[src/rtl/wb_stream_loader.sv]
// Weight buffer write-side loader: packs a 32-bit valid/ready stream into
// 13-lane weight lines and issues one byte-enabled lane write per accepted word.
module wb_stream_loader #(
  parameter int LANES  = 13,
  parameter int LANE_W = 32,
  parameter int ADDR_W = 13,
  parameter int CNT_W  = 17
) (
  input  logic                    i_clk,
  input  logic                    i_rst_n,
  input  logic                    i_start,
  input  logic [ADDR_W-1:0]       i_start_addr,
  input  logic [CNT_W-1:0]        i_num_words,
  input  logic                    i_abort,
  input  logic [LANE_W-1:0]       i_s_data,
  input  logic                    i_s_valid,
  output logic                    o_s_ready,
  output logic [LANES*LANE_W-1:0] o_wb_bramctl_wdata,
  output logic [ADDR_W-1:0]       o_wb_bramctl_addr,
  output logic [LANES*4-1:0]      o_wb_bramctl_be,
  output logic                    o_wb_bramctl_we,
  output logic                    o_wb_bramctl_en,
  output logic                    o_busy,
  output logic                    o_done,
  output logic                    o_err
);

  // state  | meaning
  // IDLE   | waiting for a load command
  // LOAD   | accepting stream words, one lane write per word
  // FINISH | final write / done pulse cycle, back to IDLE next

  localparam int LANE_IW = $clog2(LANES);
  localparam int BE_W    = LANES * 4;
  localparam logic [BE_W-1:0]    BE_LANE0 = BE_W'(4'hF);
  localparam logic [LANE_IW-1:0] LAST_LANE = LANE_IW'(LANES - 1);

  typedef enum logic [1:0] {
    IDLE   = 2'd0,
    LOAD   = 2'd1,
    FINISH = 2'd2
  } state_t;

  state_t                    state_q;
  logic [LANE_IW-1:0]        lane_q;
  logic [ADDR_W-1:0]         line_q;
  logic [CNT_W-1:0]          remaining_q;
  logic [LANES*LANE_W-1:0]   wdata_q;
  logic [ADDR_W-1:0]         addr_q;
  logic [BE_W-1:0]           be_q;
  logic                      we_q;
  logic                      done_q;
  logic                      err_q;

  logic                      beat;
  logic                      last_lane;
  logic                      last_beat;
  logic [BE_W-1:0]           be_d;
  logic [LANES*LANE_W-1:0]   wdata_d;
  logic [ADDR_W-1:0]         line_d;

  assign o_s_ready = (state_q == LOAD) && (remaining_q != '0) && !i_abort;
  assign beat      = i_s_valid && o_s_ready;
  assign last_lane = (lane_q == LAST_LANE);
  assign last_beat = (remaining_q == CNT_W'(1));
  assign be_d      = BE_LANE0 << {lane_q, 2'b00};
  assign wdata_d   = {LANES{i_s_data}};
  assign line_d    = line_q + 1'b1;

  always_ff @(posedge i_clk or negedge i_rst_n) begin
    if (!i_rst_n) begin
      state_q     <= IDLE;
      lane_q      <= '0;
      line_q      <= '0;
      remaining_q <= '0;
      wdata_q     <= '0;
      addr_q      <= '0;
      be_q        <= '0;
      we_q        <= 1'b0;
      done_q      <= 1'b0;
      err_q       <= 1'b0;
    end else begin
      we_q   <= 1'b0;
      be_q   <= '0;
      done_q <= 1'b0;
      case (state_q)
        IDLE: begin
          if (i_start) begin
            err_q <= 1'b0;
            if (i_num_words != '0) begin
              line_q      <= i_start_addr;
              lane_q      <= '0;
              remaining_q <= i_num_words;
              state_q     <= LOAD;
            end else begin
              done_q  <= 1'b1;
              state_q <= FINISH;
            end
          end
        end
        LOAD: begin
          if (i_abort) begin
            state_q <= IDLE;
          end else if (beat) begin
            we_q        <= 1'b1;
            addr_q      <= line_q;
            be_q        <= be_d;
            wdata_q     <= wdata_d;
            remaining_q <= remaining_q - 1'b1;
            if (last_lane) begin
              lane_q <= '0;
              line_q <= line_d;
              // Wrapping the line address only matters if more words follow.
              if ((&line_q) && !last_beat) err_q <= 1'b1;
            end else begin
              lane_q <= lane_q + 1'b1;
            end
            if (last_beat) begin
              done_q  <= 1'b1;
              state_q <= FINISH;
            end
          end
        end
        FINISH:  state_q <= IDLE;
        default: state_q <= IDLE;
      endcase
    end
  end

  assign o_wb_bramctl_wdata = wdata_q;
  assign o_wb_bramctl_addr  = addr_q;
  assign o_wb_bramctl_be    = be_q;
  assign o_wb_bramctl_we    = we_q;
  assign o_wb_bramctl_en    = we_q;
  assign o_busy             = (state_q != IDLE);
  assign o_done             = done_q;
  assign o_err              = err_q;

endmodule

[config.mk]
export PLATFORM = sky130hd
export DESIGN_NAME = wb_stream_loader
export DESIGN_NICKNAME = d
export VERILOG_FILES = /design/src/rtl/wb_stream_loader.sv
export SDC_FILE = /design/constraint.sdc
export NUM_CORES = 1
export LEC_CHECK = 0
export ABC_AREA = 1
export BUFFER_PORTS_ARGS = -buffer_cell sky130_fd_sc_hd__buf_2
export CAP_MARGIN = 20
export CORE_AREA = 2 2 213 215
export DETAILED_ROUTE_END_ITERATION = 6
export DIE_AREA = 0 0 215 217
export GPL_TIMING_DRIVEN = 0
export PLACE_DENSITY = 0.41
export REMOVE_ABC_BUFFERS = 1
export SLEW_MARGIN = 10
export SYNTH_ARGS = -nofsm -noshare
export SYNTH_HDL_FRONTEND = slang
export SYNTH_SLANG_ARGS = --single-unit
[constraint.sdc]
create_clock -name i_clk -period 1.8 [get_ports i_clk]
set_input_delay 0.09 -clock i_clk [delete_from_list [all_inputs] [get_ports i_clk]]
set_output_delay 0.09 -clock i_clk [all_outputs]
set_load 0.1 [all_outputs]
==> out/results.tsv, run 1 <==
metric	value	unit
reg-to-reg setup timing slack	0.02	ns
minimum clock period	1.785	ns
I/O Buffers	553	
FP Rows	78	
WL/cell	18.30	microns
I/O pin count	554	
final wirelength	34.77	mm
1st-pass router iterations	5	
# clock sinks	97	
Clk Tree Root Cell	clkbuf_16	
Die ar.	46660	sq um
worst path cell trace	inv_6 > nand2_8 > nor2_4 > buf_4 > nand3_4 > nand2_8 > nand2_8 > nor2_4 > clkbuf_16 > nand2_1 > nand2_1	
routed vias	7082	
Remaining Overflow, GRT	0	
Slew headroom	56.35	%
Post-Syn Area	8155	sq um
core area	44700	sq um
fmax	0.5603	GHz
Synth Register Bits	97	
worst slew pin tran	0.6548	ns
Nets	1371	
largest net degree at the start of global routing	62	
sequential fraction of the synthesis area	29.76	%
RSZ-0062 raised after global routing	true	
layout cell share with drive strength beyond 1	56.66	%
GP Congestion	0.7825	
Post-route DRC	0	
DP HPWL	22.75	mm
Post-synth EDFFs	0	
Worst EP required	2.12	ns
final number of setup-violating endpoints	0	
die height	217	microns
worst-case clock buffer depth	2	
Area Overhead vs Synth	22.94	%
die width	215	microns
Crit. End Element	flip-flop	
first-pass GRT wire length	45.64	mm
initial antenna violation count	4	
Hold Crit Class	in -> reg	
effective utilization at floorplan	18.25	%
status	complete, no violations	
Max-cap violations	0	
cell mode on critical path	nand2_8	
Hold Slack	0.03407	ns
critical path's top delay family	simple AND/OR/NAND/NOR gates	
Final Skew	0.01614	ns
final hold vios	0	
startpoint types	flip-flop	
WP buf/inv	3	
vias in the first global route	5921	
Total Routing Usage GR	13.99	%
CP Class	reg -> reg	
Clock transition at path regs	0.08	ns
Arrival @ worst endpoint	2.11	ns
Slew Limit Fails	0	
Syn Inst Count	1086	
post-route ant nets	0	
Clk Latency, worst-skew pair	0.38	ns
Post-synth ARST share	100.0	%
H-tree level count	3	
Worst path max stage delay	0.44	ns
DR vias/cell	3.727	
syn_area_per_cell	7.510	sq um
critical-path cell with the highest stage delay	dfrtp_2	
number of synthesis warnings	0	
CTS Buf Count	9	
CP max FO	5	
Synth Flop Type	dfrtp_1	
CTS tree	done	
Distinct cells, synth	30	
Iter 0 DRT Violations	373	
fin crit share	99.16	%
worst register-to-register path, delay by kind of cell, from the launching register on:
family | cells | cell delay (ns)
AND/OR/NAND/NOR | 8 | 0.88
flip-flops | 1 | 0.44
buffers and inverters | 3 | 0.42
area by class of cell:
| class | instances | area [sq um] |
|---|---|---|
| well taps | 600 | 750.7 |
| inverters | 46 | 210.2 |
| clock inverters | 6 | 55.05 |
| fillers | 5011 | 34670 |
| multi-input cells | 506 | 2624 |
| clock buffers | 10 | 239.0 |
| flip-flops and latches | 97 | 2461 |
| repair inverters | 1 | 16.27 |
| diodes | 1 | 2.502 |
| repair buffers | 633 | 3667 |
cell usage in the layout, fill, tap and decap left out, types with 11 or more instances in the layout:
cell type	count
buf_2	550
nand2_1	280
dfrtp_1	70
nor2_1	48
dlygate4sd3_1	41
nand2_2	37
inv_1	33
o21ai_0	32
nand3_1	27
dfrtp_2	27
buf_4	24
nor2_4	11
nand3_4	11
through the flow:
step	setup TNS, ns	instance area, sq um	utilization, %	instances	setup WS [ns]
after global placement	-199.71	8314	18.60	1792	-1.843
after detailed placement	-124.43	8348	18.68	1793	-1.798
final	0	10030	22.43	1900	0.01513
after global routing	-1.967	10020	22.42	1899	-0.09382
after floorplan	-2912.62	4796	-	639	-6.724
after CTS	-0.02674	9719	21.74	1889	-0.02034
per-layer routing:
metal  routed length (microns)  track usage [%]
met3                      2019            2.586
met4                       619            4.207
met5                         0                0
met2                     15190            20.74
met1                     16940            20.43
cell families (layout without fill, tap and decap cells):
family          count (synthesis)  count (layout)  share of synthesized area (%)
other cells                     0               1                              0
flops                          97              97                          29.76
simple gates                  432             442                          21.66
buf+inv                       493             696                          43.31
fa+ha+maj                      10              10                          1.534
xor+xnor                        6               6                         0.6444
compound gates                 48              48                          3.084
path summary, 6_finish.rpt:
kind	cells after the start	start	to
worst max-delay path	11	state_q[1]	remaining_q[4]
worst min-delay path	5	i_start_addr[4]	line_q[4]
worst max register to register	11	state_q[1]	remaining_q[4]
worst min register to register	2	o_err	o_err
max in group asynchronous	3	i_rst_n	remaining_q[6]
min in group asynchronous	2	i_rst_n	o_wb_bramctl_wdata[392]
flip-flops by register name (all words and copies together) (netlist names):
register            count
o_wb_bramctl_en         1
o_err                   1
lane_q                  4
state_q                 2
o_wb_bramctl_wdata     32
remaining_q            17
o_done                  1
o_wb_bramctl_addr      13
line_q                 13
o_wb_bramctl_be        13
synth_stat cells, drive strengths merged, types with 2 or more instances:
master,instances,area (sq um)
clkbuf,4,16.26
xor2,4,35.03
or2,2,12.51
o21ai,34,173.9
buf,443,3343
dfrtp,97,2427
nor3,2,10.01
ha,10,125.1
nand3,33,187.7
a31oi,2,12.51
nor2,67,281.5
xnor2,2,17.52
a21oi,10,50.05
nand4,3,18.77
nand2,324,1249
inv,46,172.7
what timing repair did:
item                       CTS  global route
resized for setup           78            68
setup buffers               29             9
hold endpoints to repair    76             0
hold buffers                41             0
gates cloned                10             2
setup endpoints to repair  380            91
pin swaps                   14            14
Power of run 1 is not shown: default switching activity piles up to over one toggle a cycle in this logic, so the estimate is an artifact.
==> run 2, diff against run 1 <==
- ABC_CLOCK_PERIOD_IN_PS: default -> 1800
- CORE_AREA: 2 2 213 215 -> 8 8 207 209
- PLACE_DENSITY: 0.41 -> 0.45
==> run 2 against run 1 <==
The run now ends with setup timing left. First-iteration DRC count rose by 43%. Non-clock buffer count fell by 7. Clock skew fell by 0.0016 ns. Largest cell class unchanged. Register-to-register slack got worse by 0.05 ns.
==> out/results.tsv, run 2 (same netlist as run 1, synthesis figures left out) <==
metric	value	unit	change
status	finished with violations		
failing checks	setup timing		
critical-path cell with the highest stage delay	dfrtp_1		
Clock transition at path regs	0.08	ns	about the same
Post-route DRC	0		unchanged
Hold Crit Class	in -> reg		
WL/cell	20.57	microns	+12%
Crit. End Element	flip-flop		
fmax	0.5441	GHz	-2.9%
GP Congestion	0.8131		+3.9%
Area Overhead vs Synth	20.04	%	
initial antenna violation count	7		+3
worst slew pin tran	0.6041	ns	-0.05067 ns
Total Routing Usage GR	15.09	%	+1.1 points
effective utilization at floorplan	20.67	%	+2.4 points
Worst path max stage delay	0.43	ns	about the same
Nets	1363		-0.58%
Clk Tree Root Cell	clkbuf_16		
dpl ws	-1.663	ns	+0.1348 ns
most frequent cells in the layout	buf_2 (547), nand2_1 (292), dfrtp_1 (69), nor2_1 (51), dlygate4sd3_1 (38)		
minimum clock period	1.838	ns	+0.05295 ns
Hold Slack	0.02696	ns	-0.007110 ns
Max-cap violations	0		unchanged
Slew headroom	59.73	%	+3.4 points
H-tree level count	3		unchanged
Slew Limit Fails	0		unchanged
fin cells	1817		-4.4%
I/O Buffers	553		unchanged
fin crit share	102.1	%	+2.9 points
Arrival @ worst endpoint	2.10	ns	about the same
worst-case clock buffer depth	2		unchanged
Worst EP required	2.07	ns	-0.05 ns
WP buf/inv	2		-1
1st-pass router iterations	5		unchanged
dpl cells	1718		-4.2%
Final Skew	0.01453	ns	-0.001603 ns
post-route ant nets	0		unchanged
layout cell share with drive strength beyond 1	55.15	%	-1.5 points
DR vias/cell	3.889		+4.3%
Sum Neg Setup Slack	-0.4125	ns	-0.4125 ns
Die ar.	46660	sq um	unchanged
DP HPWL	26.14	mm	+15%
final number of setup-violating endpoints	26		+26
CTS Buf Count	9		unchanged
reg-to-reg setup timing slack	-0.04	ns	-0.05 ns
routed vias	7066		-0.23%
FP Rows	73		-6.4%
max FFs per register	32		unchanged
I/O pin count	554		unchanged
cell mode on critical path	nand2_1		
Iter 0 DRT Violations	533		+43%
Clk Latency, worst-skew pair	0.38	ns	about the same
final hold vios	0		unchanged
commonest non-fill, non-tap cell in the layout	buf_2		
first-pass GRT wire length	52.34	mm	+15%
die width	215	microns	unchanged
CTS tree	done		
worst path cell trace	nor2_4 > nand2_1 > nor2_2 > nand2_4 > nand3_4 > buf_6 > nand2_8 > nand2_8 > nor2_4 > buf_12 > nand2_1 > nand2_1		
PnR worst setup slack	-0.03782	ns	-0.05295 ns
core area	39460	sq um	-12%
RSZ-0062 raised after global routing	true		
vias in the first global route	7112		+20%
largest net degree at the start of global routing	51		-18%
critical path's top delay family	simple AND/OR/NAND/NOR gates		
CP max FO	13		+8
# clock sinks	97		unchanged
startpoint types	flip-flop		
CP Class	reg -> reg		
Remaining Overflow, GRT	0		unchanged
die height	217	microns	unchanged
final wirelength	37.37	mm	+7.5%
run 2: cell types whose count changed in the layout (fill, tap and decap cells not counted), sizes merged:
cell         change
bufinv           +3
dlygate4sd3      -3
clkbuf           +2
clkinvlp         +1
buf              -6
inv              -5
run 2: final cells by class:
class                   count  area (sq um)
flip-flops and latches     97          2462
multi-input cells         506          2567
diodes                      1         2.502
repair buffers            626          3555
inverters                  46         201.4
clock inverters             6         115.1
fillers                  4423         29670
clock buffers              10         229.0
well taps                 525         656.9
run 2: repair_timing:
| item | 4_1_cts | 5_1_grt |
|---|---|---|
| setup buffers | 30 | 6 |
| resized for setup | 69 | 50 |
| hold buffers | 38 | 0 |
| setup endpoints to repair | 359 | 168 |
| cloned | 10 | 0 |
| endpoints found under the hold margin | 84 | 0 |
| pin swaps | 16 | 12 |
run 2: final timing paths:
path                                            to             from  cells after the start
max                                     line_q[11]   remaining_q[7]                     12
min                                      line_q[6]  i_start_addr[6]                      5
max reg2reg                             line_q[11]   remaining_q[7]                     12
min reg2reg                                  o_err            o_err                      2
max in group asynchronous                line_q[0]          i_rst_n                      3
min in group asynchronous  o_wb_bramctl_wdata[389]          i_rst_n                      2
run 2: per-layer routing:
layer  vias up  GRT usage (%)  part of all wire [%]
met3        30          4.549                   7.6
met4         0          4.063                   2.0
met2       363          24.04                    45
met1      3352          19.67                    45
li1       3321              -                     -
met5         -              0                     0
run 2: worst reg2reg max path: cells and delay by family (launching register included):
family	cells	cell delay (ns)
buf+inv	2	0.28
simple gates	10	1.02
flops	1	0.43
run 2: per-stage QoR:
step,util (%),area [sq um]
floorplan,-,4796
global placement,20.83,8220
detailed placement,20.92,8254
CTS,24.33,9602
global route,24.80,9787
finish,24.81,9789
Power of run 2 is left out for the same reason.
